**config.mk**
```make
export PLATFORM = sky130hd
export DESIGN_NAME = d_sram_to_sramlike_bridge
export DESIGN_NICKNAME = d
export VERILOG_FILES = /design/src/rtl/d_sram_to_sramlike_bridge_pkg.sv /design/src/rtl/d_sram_to_sramlike_bridge_wen_to_size.sv /design/src/rtl/d_sram_to_sramlike_bridge.sv
export SDC_FILE = /design/constraint.sdc
export NUM_CORES = 1
export LEC_CHECK = 0
export BUFFER_PORTS_ARGS = -buffer_cell sky130_fd_sc_hd__buf_4
export CAP_MARGIN = 20
export CORE_AREA = 2 2 80 82
export DETAILED_ROUTE_END_ITERATION = 10
export DIE_AREA = 0 0 82 84
export PLACE_DENSITY = 0.76
export RECOVER_POWER = 50
export SETUP_SLACK_MARGIN = 0.05
export SLEW_MARGIN = 10
export SYNTH_ARGS = -nofsm -noshare
export SYNTH_HDL_FRONTEND = slang
export SYNTH_SLANG_ARGS = --single-unit
```
**constraint.sdc**
```tcl
create_clock -name clk -period 2.61 [get_ports clk]
set_clock_uncertainty 0.2 [all_clocks]
set_input_delay 0 -clock clk [delete_from_list [all_inputs] [get_ports clk]]
set_output_delay 0 -clock clk [all_outputs]
set_load 0.005 [all_outputs]
```
**src/rtl/d_sram_to_sramlike_bridge_pkg.sv**
```systemverilog
// Shared definitions for the data-side SRAM to sram-like bridge.
//
// Contents:
//   state_t     - bridge FSM encoding (S_REQ / S_WAIT / S_DONE)
//   SIZE_*      - sram-like transfer size codes (byte / half / word)
//   wen_size()  - byte-write-enable pattern to transfer size
package d_sram_to_sramlike_bridge_pkg;

  typedef enum logic [1:0] {
    S_REQ  = 2'd0,  // issuing a request, or idle
    S_WAIT = 2'd1,  // address accepted, awaiting data_ok
    S_DONE = 2'd2   // result held until the pipeline advances
  } state_t;

  localparam logic [1:0] SIZE_B = 2'd0;
  localparam logic [1:0] SIZE_H = 2'd1;
  localparam logic [1:0] SIZE_W = 2'd2;

  // Reads (0000) are always fetched as whole words. Write patterns the ISA
  // never produces also fall back to a word; no error is raised for them.
  function automatic logic [1:0] wen_size(input logic [3:0] wen);
    logic [1:0] size;
    case (wen)
      4'b0001, 4'b0010, 4'b0100, 4'b1000: size = SIZE_B;
      4'b0011, 4'b1100:                   size = SIZE_H;
      default:                            size = SIZE_W;
    endcase
    return size;
  endfunction

endpackage

```
**src/rtl/d_sram_to_sramlike_bridge_wen_to_size.sv**
```systemverilog
// Combinational decoder from a core byte-write-enable pattern to the
// sram-like request attributes. Also used by the instruction-side bridge,
// which ties wen to 0000 and therefore always gets word-sized, word-aligned
// requests.
//
// Ports:
//   wen       in  4       byte write enables, 0000 = read
//   addr      in  ADDR_W  core byte address
//   wr        out 1       1 = write
//   size      out 2       SIZE_B / SIZE_H / SIZE_W
//   addr_out  out ADDR_W  request address (word-aligned for reads)
module d_sram_to_sramlike_bridge_wen_to_size
  import d_sram_to_sramlike_bridge_pkg::*;
#(
  parameter int ADDR_W = 32
) (
  input  logic [3:0]        wen,
  input  logic [ADDR_W-1:0] addr,
  output logic              wr,
  output logic [1:0]        size,
  output logic [ADDR_W-1:0] addr_out
);

  assign wr   = |wen;
  assign size = wen_size(wen);

  // Reads fetch the whole word; the core picks its byte/half lane itself.
  // Writes keep the byte address so the slave sees the exact lane.
  assign addr_out = wr ? addr : {addr[ADDR_W-1:2], 2'b00};

endmodule

```
**src/rtl/d_sram_to_sramlike_bridge.sv**
```systemverilog
// Data-side bridge: turns each core SRAM-port access into exactly one
// sram-like master transaction, stalls the core until data_ok, and holds
// the result while the rest of the pipeline is stalled so the same M-stage
// access is never issued twice.
//
// Handshake: a request is transferred in a cycle where data_req and
// data_addr_ok are both high; data_ok completes it no earlier than the
// following cycle. At most one transaction is outstanding, and data_req
// stays low from acceptance until the pipeline has advanced past the access.
//
// Ports:
//   clk, rst                 clock (rising edge), async active-high reset
//   data_sram_en/wen/addr/wdata   core access (M stage)
//   data_sram_rdata          registered response data to the core
//   d_stall                  stall request to the core
//   longest_stall            global pipeline stall from the core
//   data_req/wr/size/addr/wdata   sram-like request
//   data_addr_ok/data_ok/rdata    sram-like response
//
// The FSM state is the internal signal `state` (type state_t).
module d_sram_to_sramlike_bridge
  import d_sram_to_sramlike_bridge_pkg::*;
#(
  parameter int ADDR_W = 32,
  parameter int DATA_W = 32   // only 32 is supported
) (
  input  logic              clk,
  input  logic              rst,
  input  logic              data_sram_en,
  input  logic [3:0]        data_sram_wen,
  input  logic [ADDR_W-1:0] data_sram_addr,
  input  logic [DATA_W-1:0] data_sram_wdata,
  output logic [DATA_W-1:0] data_sram_rdata,
  output logic              d_stall,
  input  logic              longest_stall,
  output logic              data_req,
  output logic              data_wr,
  output logic [1:0]        data_size,
  output logic [ADDR_W-1:0] data_addr,
  output logic [DATA_W-1:0] data_wdata,
  input  logic              data_addr_ok,
  input  logic              data_data_ok,
  input  logic [DATA_W-1:0] data_rdata
);

  state_t            state;
  state_t            state_next;
  logic [DATA_W-1:0] rdata_r;
  logic              capture;
  logic              req_raw;

  d_sram_to_sramlike_bridge_wen_to_size #(
    .ADDR_W (ADDR_W)
  ) u_wen_to_size (
    .wen      (data_sram_wen),
    .addr     (data_sram_addr),
    .wr       (data_wr),
    .size     (data_size),
    .addr_out (data_addr)
  );

  assign data_wdata = data_sram_wdata;

  // Requests are only raised from S_REQ, which also means longest_stall
  // never reaches data_req combinationally: leaving S_DONE takes a clock.
  assign req_raw = data_sram_en & (state == S_REQ);

  // Gating with rst keeps both outputs low for the whole reset pulse, not
  // just from the point the state register has cleared.
  assign data_req = req_raw & ~rst;
  assign d_stall  = data_sram_en & (state != S_DONE) & ~rst;

  assign data_sram_rdata = rdata_r;

  always_ff @(posedge clk or posedge rst) begin
    if (rst) begin
      state   <= S_REQ;
      rdata_r <= '0;
    end else begin
      state <= state_next;
      if (capture) begin
        rdata_r <= data_rdata;
      end
    end
  end

  // data_ok is only honoured in S_WAIT; one arriving in S_REQ is a slave
  // protocol violation and is ignored. A flush (en falling) in S_WAIT does
  // not abandon the transaction: it still has to drain through S_DONE.
  always_comb begin
    state_next = state;
    capture    = 1'b0;
    case (state)
      S_REQ: begin
        if (req_raw && data_addr_ok) begin
          state_next = S_WAIT;
        end
      end
      S_WAIT: begin
        if (data_data_ok) begin
          state_next = S_DONE;
          capture    = 1'b1;
        end
      end
      S_DONE: begin
        if (!longest_stall) begin
          state_next = S_REQ;
        end
      end
      default: begin
        state_next = S_REQ;
      end
    endcase
  end

endmodule

```
==> flow_summary.ini <==
[global_routing]
track_usage = 0.145
antenna_found_initial = 0
grt_start_max_net_pins = 34
first_global_vias = 1603
overflow = 0
grt_pass1_wl_um = 7540

[clock_network]
clockBufferDepth = 2
path_clk_slew_ns = 0.07
htreeDepth = 2
cts_hold_buf = 98
cts_setup_buffers = 0
cts_resized = 0
cts_made_buffers = 5
cts_root_buf = clkbuf_8
cts.sinks = 34
cts_tree = built
clk_latency_ns = 0.28

[logic_synthesis]
netlist.area_leader.share = 0.436
ys_ff_latch = 34
syn-cell-area_mm2 = 0.00195
synth_top_cell_by_area = dfrtp_1
synth.area.top_cells = dfrtp_1, buf_4, mux2_4, buf_6, mux2_2
syn_inst = 151
yosysUniqueCellTypes = 18
synth-seq-area-share = 0.436
yosys_warnings = 0
synth_nets = 257
syn_area_per_cell_um2 = 12.9

[sta]
finalHoldViolCount = 0
period_needed_ns = 1.85
finalCritPeriodShare = 0.708
timing.fmax_mhz = 541
slew_headroom = 0.562
rsz0062_at_grt = false
setup_tns_ns = 0
setup_viol = 0
drv_slew = 0
worstMarginPinSlew_ns = 0.657

[power]
combPwrFrac = 0.446
intPower_uw = 1720
clockPowerShare = 0.155
swShare = 0.270
pwr-share-seq = 0.399
p_per_area_mw_per_mm2 = 732
netSwitchingPower_uw = 636
ir_drop_mv = 0.443
p_leak_uw = 0.00159

[detailed_routing]
post_drt_wl_per_cell_um = 14.8
ant_nets = 0
vias_per_cell = 4.34
first_pass_iters = 4
via_count = 1522
wl_um = 5190
first_iter_violations = 23
drc = 0

[layout]
post-route-util = 0.528
drive_gt1_frac = 0.442
design_area_mm2 = 0.00322
n_antenna_cell = 0
nNetsFinal = 380
instances_no_fill = 351
area_growth_syn_to_layout_pct = 65.0

[critical_path]
r2r_end = data_sram_rdata[0]$_DFFE_PP0P_
worstPathArrival_ns = 1.81
start_kind = flop
cp.required_ns = 2.57
regToRegSetupSlack_ns = 0.76
crit_path_start = state[1]$_DFFE_PP0P_
endpoint = data_sram_rdata[0]$_DFFE_PP0P_
r2r_start = state[1]$_DFFE_PP0P_
rr_worst_depth = 2
worstSetupPathType = flop to flop
worstPathMaxFanout = 33
worst_setup_path_end_kind = flop

[floorplan]
die_area_mm2 = 0.00689
fp.dieH_um = 84
die_x_um = 82
coreArea_mm2 = 0.00610
num_rows = 29
initial_core_util = 0.320
io_pins = 207

[hold_path]
hold_path_class = input port to primary output

[job]
maxCapViolations = 0

[placement]
gp_congestion = 0.649
placed_cells = 246
port_buffers = 82
place_area_mm2 = 0.00217
dp_hpwl_um = 2780

[status]
status = finished, final reports clean
==> per-stage QoR <==
stage / setup WS [ns] / power (uW) / hold slack, ns
floorplan: 1.24 / 1450 / -0.119
global placement: 0.808 / 1870 / -0.200
detailed placement: 0.761 / 1900 / -0.200
CTS: 0.758 / 2410 / 0.0996
global route: 0.680 / 2500 / 0.116
finish: 0.763 / 2360 / 0.0996
==> cells by family (layout without fill, tap and decap cells) <==
group / after synthesis / count (layout) / synth area share
compound gates: 3 / 3 / 0.00962
buf+inv: 68 / 191 / 0.262
flops: 34 / 34 / 0.436
simple gates: 13 / 13 / 0.0475
xor+xnor: 1 / 1 / 0.00449
mux: 32 / 32 / 0.241
==> sequential cells by signal, summed over array words and instances (netlist names) <==
register	flops
data_sram_rdata	32
state	2
==> layer usage <==
metal | share of wire | global-route usage
met4 | 0.018 | 0.0561
met5 | 0 | 0
met2 | 0.54 | 0.269
met3 | 0.10 | 0.0498
met1 | 0.34 | 0.144
==> cell type report <==
class,instances,area [um^2]
fillers,515,2880
repair buffers,181,1590
multi-input cells,49,589
flip-flops and latches,34,851
clock inverters,2,10.0
well taps,77,96.3
inverters,3,11.3
clock buffers,5,68.8
==> worst min-delay path by stage <==
stage / from / to / cells past startpoint
after floorplan: data_sram_addr[10] / data_addr[10] / 1
after global placement: data_sram_addr[10] / data_addr[10] / 0
after detailed placement: data_sram_addr[10] / data_addr[10] / 0
after CTS: data_sram_addr[1] / data_addr[1] / 3
after global routing: data_sram_addr[0] / data_addr[0] / 3
final: data_sram_addr[1] / data_addr[1] / 3
==> worst max-delay path, stage by stage (launching register included) <==
cell	delay, ns
dfrtp_1	0.42
nand3b_4	0.60
mux2_4	0.49
==> cell usage in the layout, fill, tap and decap left out <==
cell type	n
clkbuf_8	5
nand2_1	1
buf_4	61
clkinv_2	2
a21oi_1	2
nand2b_1	2
nor4_1	1
nor2_1	2
dlygate4sd3_1	98
dfrtp_1	34
clkbuf_4	19
nand3b_1	2
nor2b_1	2
mux2_2	3
inv_1	3
xnor2_1	1
a31o_2	1
mux2_4	29
nand3b_4	1
nor4bb_1	1
clkbuf_1	3
nor3_1	1
==> cells in the mapped netlist <==
library cell  number
buf_4             62
dfrtp_1           34
mux2_4            29
buf_6              3
inv_1              3
mux2_2             3
a21oi_1            2
nand2b_1           2
nand3b_1           2
nor2_1             2
nor2b_1            2
a31o_2             1
nand2_1            1
nand3b_4           1
nor3_1             1
nor4_1             1
nor4bb_1           1
xnor2_1            1
==> power groups by stage <==
stage | clock network, uW | registers, uW | logic [uW]
after floorplan | 0 | 950 | 505
after global placement | 0 | 948 | 919
after detailed placement | 0 | 944 | 951
after CTS | 385 | 946 | 1080
after global routing | 408 | 973 | 1120
final | 365 | 941 | 1050
(Power assumes the default switching activity.)
